## src/rtl/dmem_port_arbiter_pkg.sv

```systemverilog
// Shared widths and types for the D-MEM port arbiter.
package dmem_port_arbiter_pkg;
    localparam int DBITS        = 32;
    localparam int DMEMADDRBITS = 16;
    localparam int DMEMWORDBITS = 2;
    localparam int DMEMIDXBITS  = DMEMADDRBITS - DMEMWORDBITS;
    localparam int STARVE_CNT_W = 4;

    typedef struct packed {
        logic valid;
        logic owner;
    } rd_owner_t;
endpackage

```

## src/rtl/dmem_port_arbiter_if.sv

```systemverilog
// Bundle of the P and X requester ports, the RAM side and arbiter status.
interface dmem_port_arbiter_if #(
    parameter int DBITS        = dmem_port_arbiter_pkg::DBITS,
    parameter int DMEMADDRBITS = dmem_port_arbiter_pkg::DMEMADDRBITS,
    parameter int DMEMWORDBITS = dmem_port_arbiter_pkg::DMEMWORDBITS
);
    logic                                 p_req, p_we, p_gnt, p_rvalid;
    logic [DBITS-1:0]                     p_addr, p_wdata, p_rdata;
    logic                                 x_req, x_we, x_gnt, x_rvalid;
    logic [DBITS-1:0]                     x_addr, x_wdata, x_rdata;
    logic                                 mem_en, mem_we;
    logic [DMEMADDRBITS-DMEMWORDBITS-1:0] mem_addr;
    logic [DBITS-1:0]                     mem_wdata, mem_rdata;
    logic                                 x_starved;

    modport slave (
        input  p_req, p_we, p_addr, p_wdata,
        input  x_req, x_we, x_addr, x_wdata,
        input  mem_rdata,
        output p_gnt, p_rvalid, p_rdata,
        output x_gnt, x_rvalid, x_rdata,
        output mem_en, mem_we, mem_addr, mem_wdata,
        output x_starved
    );

    modport master (
        output p_req, p_we, p_addr, p_wdata,
        output x_req, x_we, x_addr, x_wdata,
        output mem_rdata,
        input  p_gnt, p_rvalid, p_rdata,
        input  x_gnt, x_rvalid, x_rdata,
        input  mem_en, mem_we, mem_addr, mem_wdata,
        input  x_starved
    );
endinterface

```

## src/rtl/dmem_port_arbiter_starve_counter.sv

```systemverilog
// Saturating refusal counter; at_limit_o is decoded straight from the register.
module dmem_port_arbiter_starve_counter #(
    parameter int LIMIT = 4,
    parameter int W     = 4
) (
    input  logic clk,
    input  logic reset,
    input  logic inc_i,
    input  logic clr_i,
    output logic at_limit_o
);
    localparam logic [W-1:0] LIM = W'(LIMIT);

    logic [W-1:0] cnt_q, cnt_d;

    always_comb begin
        cnt_d = cnt_q;
        if (clr_i)
            cnt_d = '0;
        else if (inc_i && cnt_q != LIM)
            cnt_d = cnt_q + 1'b1;
    end

    always_ff @(posedge clk) begin
        if (reset) cnt_q <= '0;
        else       cnt_q <= cnt_d;
    end

    assign at_limit_o = (cnt_q == LIM);
endmodule

```

## src/rtl/dmem_port_arbiter.sv

```systemverilog
// Two-requester arbiter for the single-port D-MEM: P has priority, X is
// guaranteed a grant after STARVE_LIMIT consecutive refusals.
module dmem_port_arbiter
    import dmem_port_arbiter_pkg::*;
#(
    parameter int DBITS        = dmem_port_arbiter_pkg::DBITS,
    parameter int DMEMADDRBITS = dmem_port_arbiter_pkg::DMEMADDRBITS,
    parameter int DMEMWORDBITS = dmem_port_arbiter_pkg::DMEMWORDBITS,
    parameter int STARVE_LIMIT = 4
) (
    input  logic                clk,
    input  logic                reset,
    dmem_port_arbiter_if.slave  bus
);
    localparam logic OWN_P = 1'b0;
    localparam logic OWN_X = 1'b1;

    logic      at_limit, x_win, p_gnt, x_gnt;
    rd_owner_t rd_owner_q, rd_owner_d;

    dmem_port_arbiter_starve_counter #(
        .LIMIT (STARVE_LIMIT),
        .W     (STARVE_CNT_W)
    ) u_starve (
        .clk        (clk),
        .reset      (reset),
        .inc_i      (bus.x_req && !x_gnt),
        .clr_i      (x_gnt || !bus.x_req),
        .at_limit_o (at_limit)
    );

    assign x_win = bus.x_req && at_limit;
    assign p_gnt = bus.p_req && !x_win;
    assign x_gnt = bus.x_req && (x_win || !bus.p_req);

    always_comb begin
        bus.mem_en    = 1'b0;
        bus.mem_we    = 1'b0;
        bus.mem_addr  = '0;
        bus.mem_wdata = '0;
        if (x_gnt) begin
            bus.mem_en    = 1'b1;
            bus.mem_we    = bus.x_we;
            bus.mem_addr  = bus.x_addr[DMEMADDRBITS-1:DMEMWORDBITS];
            bus.mem_wdata = bus.x_wdata;
        end else if (p_gnt) begin
            bus.mem_en    = 1'b1;
            bus.mem_we    = bus.p_we;
            bus.mem_addr  = bus.p_addr[DMEMADDRBITS-1:DMEMWORDBITS];
            bus.mem_wdata = bus.p_wdata;
        end
    end

    always_comb begin
        rd_owner_d.valid = (p_gnt && !bus.p_we) || (x_gnt && !bus.x_we);
        rd_owner_d.owner = x_gnt ? OWN_X : OWN_P;
    end

    always_ff @(posedge clk) begin
        if (reset) rd_owner_q <= '0;
        else       rd_owner_q <= rd_owner_d;
    end

    // A read granted just before reset has its return masked while reset is high.
    assign bus.p_rvalid  = rd_owner_q.valid && (rd_owner_q.owner == OWN_P) && !reset;
    assign bus.x_rvalid  = rd_owner_q.valid && (rd_owner_q.owner == OWN_X) && !reset;
    assign bus.p_rdata   = bus.mem_rdata;
    assign bus.x_rdata   = bus.mem_rdata;
    assign bus.p_gnt     = p_gnt;
    assign bus.x_gnt     = x_gnt;
    assign bus.x_starved = at_limit;

    logic unused_addr_bits;
    assign unused_addr_bits = ^{bus.p_addr[DBITS-1:DMEMADDRBITS], bus.p_addr[DMEMWORDBITS-1:0],
                                bus.x_addr[DBITS-1:DMEMADDRBITS], bus.x_addr[DMEMWORDBITS-1:0]};
endmodule

```

## src/flat_wrapper.sv

```systemverilog
// flat-port wrapper written by rule: the top's interface ports become plain ports
module dmem_port_arbiter_flat import dmem_port_arbiter_pkg::*;
#(
    parameter int DBITS        = dmem_port_arbiter_pkg::DBITS,
    parameter int DMEMADDRBITS = dmem_port_arbiter_pkg::DMEMADDRBITS,
    parameter int DMEMWORDBITS = dmem_port_arbiter_pkg::DMEMWORDBITS,
    parameter int STARVE_LIMIT = 4
)
  (clk, reset, bus_p_req, bus_p_we, bus_p_addr, bus_p_wdata, bus_x_req, bus_x_we, bus_x_addr, bus_x_wdata, bus_mem_rdata, bus_p_gnt, bus_p_rvalid, bus_p_rdata, bus_x_gnt, bus_x_rvalid, bus_x_rdata, bus_mem_en, bus_mem_we, bus_mem_addr, bus_mem_wdata, bus_x_starved);
  dmem_port_arbiter_if #(.DBITS(DBITS), .DMEMADDRBITS(DMEMADDRBITS), .DMEMWORDBITS(DMEMWORDBITS)) bus_i ();
  input  logic clk;
  input  logic reset;
  input wire logic [$bits(bus_i.p_req)-1:0] bus_p_req;
  input wire logic [$bits(bus_i.p_we)-1:0] bus_p_we;
  input wire logic [$bits(bus_i.p_addr)-1:0] bus_p_addr;
  input wire logic [$bits(bus_i.p_wdata)-1:0] bus_p_wdata;
  input wire logic [$bits(bus_i.x_req)-1:0] bus_x_req;
  input wire logic [$bits(bus_i.x_we)-1:0] bus_x_we;
  input wire logic [$bits(bus_i.x_addr)-1:0] bus_x_addr;
  input wire logic [$bits(bus_i.x_wdata)-1:0] bus_x_wdata;
  input wire logic [$bits(bus_i.mem_rdata)-1:0] bus_mem_rdata;
  output wire logic [$bits(bus_i.p_gnt)-1:0] bus_p_gnt;
  output wire logic [$bits(bus_i.p_rvalid)-1:0] bus_p_rvalid;
  output wire logic [$bits(bus_i.p_rdata)-1:0] bus_p_rdata;
  output wire logic [$bits(bus_i.x_gnt)-1:0] bus_x_gnt;
  output wire logic [$bits(bus_i.x_rvalid)-1:0] bus_x_rvalid;
  output wire logic [$bits(bus_i.x_rdata)-1:0] bus_x_rdata;
  output wire logic [$bits(bus_i.mem_en)-1:0] bus_mem_en;
  output wire logic [$bits(bus_i.mem_we)-1:0] bus_mem_we;
  output wire logic [$bits(bus_i.mem_addr)-1:0] bus_mem_addr;
  output wire logic [$bits(bus_i.mem_wdata)-1:0] bus_mem_wdata;
  output wire logic [$bits(bus_i.x_starved)-1:0] bus_x_starved;
  assign bus_i.p_req = bus_p_req;
  assign bus_i.p_we = bus_p_we;
  assign bus_i.p_addr = bus_p_addr;
  assign bus_i.p_wdata = bus_p_wdata;
  assign bus_i.x_req = bus_x_req;
  assign bus_i.x_we = bus_x_we;
  assign bus_i.x_addr = bus_x_addr;
  assign bus_i.x_wdata = bus_x_wdata;
  assign bus_i.mem_rdata = bus_mem_rdata;
  assign bus_p_gnt = bus_i.p_gnt;
  assign bus_p_rvalid = bus_i.p_rvalid;
  assign bus_p_rdata = bus_i.p_rdata;
  assign bus_x_gnt = bus_i.x_gnt;
  assign bus_x_rvalid = bus_i.x_rvalid;
  assign bus_x_rdata = bus_i.x_rdata;
  assign bus_mem_en = bus_i.mem_en;
  assign bus_mem_we = bus_i.mem_we;
  assign bus_mem_addr = bus_i.mem_addr;
  assign bus_mem_wdata = bus_i.mem_wdata;
  assign bus_x_starved = bus_i.x_starved;
  dmem_port_arbiter #(.DBITS(DBITS), .DMEMADDRBITS(DMEMADDRBITS), .DMEMWORDBITS(DMEMWORDBITS), .STARVE_LIMIT(STARVE_LIMIT)) u_core (.clk(clk), .reset(reset), .bus(bus_i));
endmodule
```

## config.mk

```make
export PLATFORM = sky130hd
export DESIGN_NAME = dmem_port_arbiter_flat
export DESIGN_NICKNAME = d
export VERILOG_FILES = /design/src/rtl/dmem_port_arbiter_pkg.sv /design/src/rtl/dmem_port_arbiter_if.sv /design/src/rtl/dmem_port_arbiter_starve_counter.sv /design/src/rtl/dmem_port_arbiter.sv /design/src/flat_wrapper.sv
export SDC_FILE = /design/constraint.sdc
export NUM_CORES = 1
export LEC_CHECK = 0
export CAP_MARGIN = 20
export CORE_AREA = 2 2 109 111
export DETAILED_ROUTE_END_ITERATION = 8
export DIE_AREA = 0 0 111 113
export PLACE_DENSITY = 0.62
export RECOVER_POWER = 50
export SLEW_MARGIN = 20
export SYNTH_ARGS = -nofsm -noshare
export SYNTH_HDL_FRONTEND = slang
export SYNTH_SLANG_ARGS = --single-unit
```

## constraint.sdc

```tcl
create_clock -name clk -period 1.5 [get_ports clk]
set_input_delay 0.225 -clock clk [delete_from_list [all_inputs] [get_ports clk]]
set_output_delay 0.225 -clock clk [all_outputs]
set_load 0.005 [all_outputs]
```

* Word level (Yosys, flattened, before mapping)
Cells that the tools add are included.
** Storage, ports and cells
- Logic and storage cells :: 38
- Register bits after elaboration :: 6
- Output and inout bits :: 117
** Operators by class
- Equal/unequal tests :: 2
- Reduce and logical (&&, ||, !) cells :: 22
- Add/sub/neg operators :: 1
- Bitwise logic cells :: 1
- Multiplexer cells :: 9
** Operators with widths (number)
- $mux W32 :: 2
- $mux W14 :: 2
- $logic_and A1 B1 Y1 :: 11
- $logic_not A1 Y1 :: 7
- $mux W1 :: 5
- $add A4 B1 Y4 const B :: 1
- $eq A4 B3 Y1 const B :: 1
- $ne A4 B3 Y1 const B :: 1
- $logic_or A1 B1 Y1 :: 3
- $reduce_or A2 Y1 :: 1
- $not A1 Y1 :: 1

* Depth between registers and ports, before layout
Gate-level depths: netlist of the first run.
- Word-level depth :: 7
- Mapped depth :: 6

* Modules after synthesis
From an unflattened synthesis of the first run, not the netlist that was laid out.
** Unflattened totals
- Cells, all modules :: 168
- Area, all modules :: 1400.1 µm²
** Modules (own cells, without submodules)
- dmem_port_arbiter :: area an instance 1171.1 µm², sequential area each 40.0 µm², times used 1, cells an instance 143
- dmem_port_arbiter_starve_counter :: area an instance 229.0 µm², sequential area each 80.1 µm², times used 1, cells an instance 25

* Worst setup path before layout of the first run
No wires, ideal clock.
- Path kind :: reg2out
- From :: reg u_core.u_starve.cnt_q[0]
- To :: out bus_mem_addr[0]
- Required time :: 1.275 ns
- Arrival :: 1.219 ns
- Path slack :: 0.056 ns
- Cell stages (with the launch flop) :: 7
- Cell sequence :: dfxtp_1 > inv_1 > ha_1 > nand4b_4 > nand2_8 > buf_8 > mux2i_1
** On the way
- Cells in the longest elaborated chain, start to end :: 6
** Ends and longest elaborated chain
- from (decl) :: RTL line dmem_port_arbiter_starve_counter.sv:14 : logic [W-1:0] cnt_q, cnt_d;
- from (signal assigned) :: RTL line dmem_port_arbiter_starve_counter.sv:26 : else cnt_q <= cnt_d;
- $eq A4 B3 Y1 (*) :: RTL line dmem_port_arbiter_starve_counter.sv:29 : assign at_limit_o = (cnt_q == LIM);
- $logic_and A1 B1 Y1 (*) :: RTL line dmem_port_arbiter.sv:32 : assign x_win = bus.x_req && at_limit;
- $logic_not A1 Y1 :: RTL line dmem_port_arbiter.sv:33 : assign p_gnt = bus.p_req && !x_win;
- $logic_and A1 B1 Y1 :: RTL line dmem_port_arbiter.sv:33
- $mux W14 :: RTL line dmem_port_arbiter.sv:46 : end else if (p_gnt) begin
- $mux W14 (*) :: RTL line dmem_port_arbiter.sv:41 : if (x_gnt) begin
- to (decl) :: RTL line flat_wrapper.sv:30 : output wire logic [$bits(bus_i.mem_addr)-1:0] bus_mem_addr;
Every way passes the cells marked *; elsewhere a longest branch is shown, timed or not.

* Worst setup path after layout of the first run
- From :: reg u_core.u_starve.cnt_q[0]
- To :: out bus_mem_wdata[14]
** On the way
- Cells in the longest elaborated chain, start to end :: 6
** Ends and longest elaborated chain
- $eq A4 B3 Y1 (*) :: RTL line dmem_port_arbiter_starve_counter.sv:29
- $logic_and A1 B1 Y1 (*) :: RTL line dmem_port_arbiter.sv:32
- $logic_not A1 Y1 :: RTL line dmem_port_arbiter.sv:33
- $logic_and A1 B1 Y1 :: RTL line dmem_port_arbiter.sv:33
- $mux W32 :: RTL line dmem_port_arbiter.sv:46
- $mux W32 (*) :: RTL line dmem_port_arbiter.sv:41
- to (decl) :: RTL line flat_wrapper.sv:31 : output wire logic [$bits(bus_i.mem_wdata)-1:0] bus_mem_wdata;
Marks and branches as above.

==> results.toml, run 1 <==
[status]
status = "complete, but fails checks"
failed_checks = "setup timing"

[min_path]
hold_depth = 0
min_path_type = "in2out"

[route]
route.met2.wl_um = 3330
wl_met3_um = 752
drt-vias-per-instance = 3.73
wirelength_met1_um = 2460
drc = 0
final_antenna_net_count = 0
finalWirelength_um = 6770
vias = 1849
highest_layer = "met4"
drt_iter0_drc = 46
routedWlPerCell_um = 13.6
drt-pass1-iter-count = 4

[power]
p_leak_nw = 1.56
seq_power_share_pct = 13.2
intPower_mw = 0.941
clock_power_share_pct = 33.5
p_switching_mw = 0.330
ir_drop_mv = 0.365
comb_power_share_pct = 53.3
sw_frac_of_total_pct = 26.0
power_density_nw_per_um2 = 432

[synthesis]
synth_seq_area_share_pct = 7.00
ys_warn_count = 0
synth_fa_ha_area_share_pct = 1.46
synth_compound_area_share_pct = 1.02
avgSynthCellArea_um2 = 6.92
synthSimpleGateAreaFrac_pct = 17.8
synth.net_count = 416
synthFlopType = "dfxtp_1"
synth_top_family_by_area = "buffers and inverters"
syn_area_um2 = 1720
muxShareOfSynthArea_pct = 26.8
yosys_register_bits = 6
synth_cells = 248
yosys.area_share.xor_xnor_pct = 1.02
synth_edf_count = 0
ys_types = 25
async_reset_ff_share_pct = 0

[cells_and_area]
diodes = 0
stdcell_area_um2 = 2940
final_cells = 496
final_cell_mix = "clkdlybuf4s50_1 (95), buf_2 (49), nand2_1 (48)"
area_delta_synth_final_pct = 71.4
drive_above_1_share_pct = 26.6
nNetsFinal = 523
layout_commonest_cell = "clkdlybuf4s50_1"

[floorplanning]
row_count = 39
io_pins = 283
die_area_um2 = 12500
start_util_pct = 15.2
core-area_um2 = 11300
fp.dieW_um = 111
die_h_um = 113

[timing]
slew_viol_final = 0
max_slew_margin_pct = 82.1
fin_crit_sh_pct = 126
rsz0062_at_grt = "true"
fin_ws_ns = -0.393
setup_viol = 51
fmax_mhz = 528
hold_violations = 0
worst_slew_pin_slew_ns = 0.269
period_minus_slack_ns = 1.89
fin_worst_skew_ns = 0.000901

[clock_tree]
cts.sinks = 6
clk_pin_slew_ns = 0.03
cts-hold-fix-buffers = 0
root_buffer = "clkbuf_16"
cts_inserted_buffers = 3
clock_path_buffers = 2
cts_tree = "done"
cts-htree-levels = 1
insertion_delay_ns = 0.23

[place]
place_inst = 487
place_area_um2 = 3000
io_buffers = 150
gp_congestion = 0.934
hpwl_um = 5640

[critical_path]
worstPathRequired_ns = 1.27
arrival_ns = 1.67
path_max_fanout = 8
end_kind = "primary output"
r2r_cells = 10
start_kind = "register"
crit_type = "reg2out"

[global_routing]
overflow = 0
grt_pass1_wl_um = 10300
grt_start_max_net_pins = 29
track_usage_pct = 10.3
grt_pass1_vias = 1935
antenna_found_initial = 0

[flow_run]
max-cap-violations = 0
## synthesized netlist by cell type, types with 2 or more instances
master	instances	area, um2
nor3_1	4	20.0
ha_1	2	25.0
mux2i_1	46	460
clkbuf_1	4	15.0
buf_4	64	480
inv_1	49	184
buf_8	4	60.1
nand3_1	3	15.0
buf_6	2	22.5
nor2_1	3	11.3
nand2_1	48	180
dfxtp_1	6	120
## worst max-delay path: stages (launching register included)
cell,delay (ns)
dfxtp_2,0.31
inv_2,0.06
ha_4,0.14
nand4b_4,0.16
nand2_8,0.12
buf_6,0.13
buf_12,0.14
mux2i_2,0.22
buf_2,0.14
## per-stage QoR
stage	TNS (ns)	setup WS, ns	power [mW]	util (%)	hold slack (ns)
4_1_cts	-17.27	-0.439	1.31	26.7	0.450
3_5_place_dp	-26.44	-0.593	0.924	26.7	0.450
2_1_floorplan	0	0.0556	0.536	-	0.324
3_3_place_gp	-25.64	-0.574	0.918	26.7	0.450
6_report	-15.15	-0.393	1.27	26.1	0.450
5_1_grt	-19.55	-0.470	1.35	26.1	0.450
## area by class of cell
class                           instances  area, um2
Clock buffer                            3       75.1
Fill cell                            1255       8330
Inverter                               50        190
Multi-Input combinational cell        117        853
Sequential cell                         6        123
Tap cell                              143        179
Timing Repair Buffer                  177       1520
## final timing paths
path | slack, ns | from | end
max | -0.39 | u_core.u_starve.cnt_q[0]$_SDFFE_PP0P_ | bus_mem_wdata[14]
min | 0.45 | bus_mem_rdata[16] | bus_x_rdata[16]
max reg2reg | -0.16 | u_core.u_starve.cnt_q[0]$_SDFFE_PP0P_ | u_core.rd_owner_q[1]$_SDFF_PP0_
min reg2reg | 0.53 | u_core.u_starve.cnt_q[0]$_SDFFE_PP0P_ | u_core.u_starve.cnt_q[0]$_SDFFE_PP0P_
## power groups by stage
stage	logic, mW	clock network (mW)	registers [mW]
3_3_place_gp	0.749	0	0.168
5_1_grt	0.740	0.447	0.167
4_1_cts	0.714	0.432	0.167
6_report	0.678	0.426	0.167
3_5_place_dp	0.755	0	0.169
2_1_floorplan	0.367	0	0.169
## registers in the layout, indices dropped and copies added, names as in the netlist
name                   count
u_core.u_starve.cnt_q      4
u_core.rd_owner_q          2
## routing by layer
layer | up-vias | GRT usage (%)
met1 | 803 | 10.8
met4 | 0 | 4.42
met5 | - | 0
met2 | 124 | 19.0
met3 | 31 | 3.32
li1 | 891 | -
## cell families (layout without fill, tap and decap cells)
kind of cell	after synthesis	in the layout
flip-flops	6	6
AND/OR/NAND/NOR	65	65
buffers and inverters	125	230
XOR/XNOR	2	2
AO/OA/AOI/OAI	2	2
multiplexers	46	46
adder cells (fa/ha/maj)	2	2
## timing repair
| item | in CTS | in global routing |
|---|---|---|
| buffers inserted | 8 | 2 |
| setup endpoints to repair | 54 | 53 |
| cloned | 2 | 0 |
| pin swaps | 5 | 2 |
| gates resized for setup | 217 | 5 |
Power figures use the tool's default switching activity.
==> run 2: changes to the inputs <==
--- a/config.mk
+++ b/config.mk
@@ -15,3 +15,4 @@
 export SYNTH_ARGS = -nofsm -noshare
 export SYNTH_HDL_FRONTEND = slang
 export SYNTH_SLANG_ARGS = --single-unit
+export TNS_END_PERCENT = 5
==> run 2 against run 1 <==
Against the previous run:
- the flow still finishes with violations (setup timing)
- critical path depth is the same
- core utilization is 0.19 points higher
- total power up 0.50%
==> results.toml, run 2 (same netlist as run 1, synthesis figures left out) <==
[status]
status = "complete, but fails checks"
failed_checks = "setup timing"

[critical_path]
worstPathRequired_ns = 1.27
end_kind = "primary output"
start_kind = "register"
cp_slowest_cell = "dfxtp_2"
arrival_ns = 1.67
r2r_start = "u_core.u_starve.cnt_q[0]$_SDFFE_PP0P_"
cp_slowest_stage_delay_ns = 0.31
path_max_fanout = 8
crit_type = "reg2out"
r2r-end = "u_core.rd_owner_q[1]$_SDFF_PP0_"
r2r_cells = 9
cp_cell_sequence = "inv_2 -> ha_4 -> nand4b_4 -> nand2_8 -> buf_6 -> buf_12 -> mux2i_2 -> buf_2"
r2r_slack_ns = -0.03

[min_path]
hp-start = "bus_mem_rdata[16]"
min_to = "bus_x_rdata[16]"
hold_depth = 0
min_path_type = "in2out"

[global_routing]
grt_pass1_vias = 1933
track_usage_pct = 10.2
grt_pass1_wl_um = 10200
antenna_found_initial = 0
grt_start_max_net_pins = 29
overflow = 0

[route]
drc = 0
finalWirelength_um = 6760
vias = 1849
drt-pass1-iter-count = 5
drt_iter0_drc = 56
drt-vias-per-instance = 3.72
final_antenna_net_count = 0
routedWlPerCell_um = 13.6

[place]
io_buffers = 150
gp_congestion = 0.934
place_area_um2 = 3000
hpwl_um = 5640

[cells_and_area]
n_fill_cell = 1249
final_cell_mix = "clkdlybuf4s50_1 (95), buf_2 (49), nand2_1 (48)"
stdcell_area_um2 = 2960
top_register = "u_core.u_starve.cnt_q"
largest_reg_flops = 4
area_delta_synth_final_pct = 72.7
largestRegisters = "u_core.u_starve.cnt_q: 4 flops, u_core.rd_owner_q: 2 flops"
final_core_util_pct = 26.3
nNetsFinal = 524
diodes = 0
drive_above_1_share_pct = 26.8
layout_commonest_cell = "clkdlybuf4s50_1"

[timing]
fin_crit_sh_pct = 126
setup_viol = 50
max_slew_margin_pct = 78.9
fin_ws_ns = -0.394
slew_viol_final = 0
fin_worst_skew_ns = 0.000833
hold_violations = 0
whs_ns = 0.450
period_minus_slack_ns = 1.89
worst_slew_pin_slew_ns = 0.317
fmax_mhz = 528
rsz0062_at_grt = "true"

[power]
ir_drop_mv = 0.370
power_density_nw_per_um2 = 431
p_leak_nw = 1.57

[floorplanning]
core-area_um2 = 11300
io_pins = 283
fp.dieW_um = 111
start_util_pct = 15.2
die_h_um = 113
die_area_um2 = 12500
row_count = 39

[clock_tree]
clock_path_buffers = 2
cts_tree = "done"
insertion_delay_ns = 0.23
cts-htree-levels = 1
cts_inserted_buffers = 3
cts.sinks = 6
clk_pin_slew_ns = 0.03
root_buffer = "clkbuf_16"

[flow_run]
max-cap-violations = 0
[run 2: layout make-up]
cell class,instances,area (um2),share of cell area (%)
multi-input cells,117,858,29.0
flip-flops and latches,6,123,4.14
repair buffers,178,1540,51.9
well taps,143,179,6.04
clock buffers,3,75.1,2.53
inverters,50,190,6.42
[run 2: stage by stage]
stage / TNS [ns] / worst slack (ns) / total power [mW] / cells
final: -15.39 / -0.394 / 1.28 / 497
after global routing: -19.67 / -0.474 / 1.36 / 497
after CTS: -17.13 / -0.439 / 1.31 / 498
after detailed placement: -26.44 / -0.593 / 0.924 / 487
after global placement: -25.64 / -0.574 / 0.918 / 487
after floorplan: 0 / 0.0556 / 0.536 / 248
[run 2: how the worst max path moves through the flow]
| stage | start | end | cells after the start |
|---|---|---|---|
| after detailed placement | u_core.u_starve.cnt_q[1]$_SDFFE_PP0P_ | bus_mem_wdata[14] | 7 |
| final | u_core.u_starve.cnt_q[0]$_SDFFE_PP0P_ | bus_mem_wdata[14] | 8 |
| after global placement | u_core.u_starve.cnt_q[0]$_SDFFE_PP0P_ | bus_mem_wdata[23] | 7 |
| after CTS | u_core.u_starve.cnt_q[1]$_SDFFE_PP0P_ | bus_mem_wdata[7] | 9 |
| after floorplan | u_core.u_starve.cnt_q[0]$_SDFFE_PP0P_ | bus_mem_addr[0] | 6 |
| after global routing | u_core.u_starve.cnt_q[0]$_SDFFE_PP0P_ | bus_mem_wdata[14] | 8 |
[run 2: report_power, final]
group          internal [mW]  total (mW)  switching (mW)
logic                  0.439       0.684           0.245
clock network          0.342       0.426          0.0848
registers              0.165       0.168         0.00241
total                  0.946        1.28           0.332
[run 2: what timing repair did]
| item | CTS | global route |
|---|---|---|
| endpoints found under the setup margin | 54 | 52 |
| resized for setup | 211 | 13 |
| hold buffers | 0 | 0 |
| buffers inserted | 7 | 1 |
| pin swaps | 5 | 2 |
| cloned | 2 | 0 |
[run 2: metal layers]
layer	share of wire [%]	global-route usage [%]
met1	37	10.6
met2	49	18.9
met3	11	3.37
met4	3.3	4.50
met5	0	0
[run 2: critical path, delay by kind of cell (launching register included)]
kind,cells,cell delay [ns]
adders and majority gates,1,0.14
buffers and inverters,4,0.47
DFF,1,0.31
muxes,1,0.22
and+or+nand+nor,2,0.28
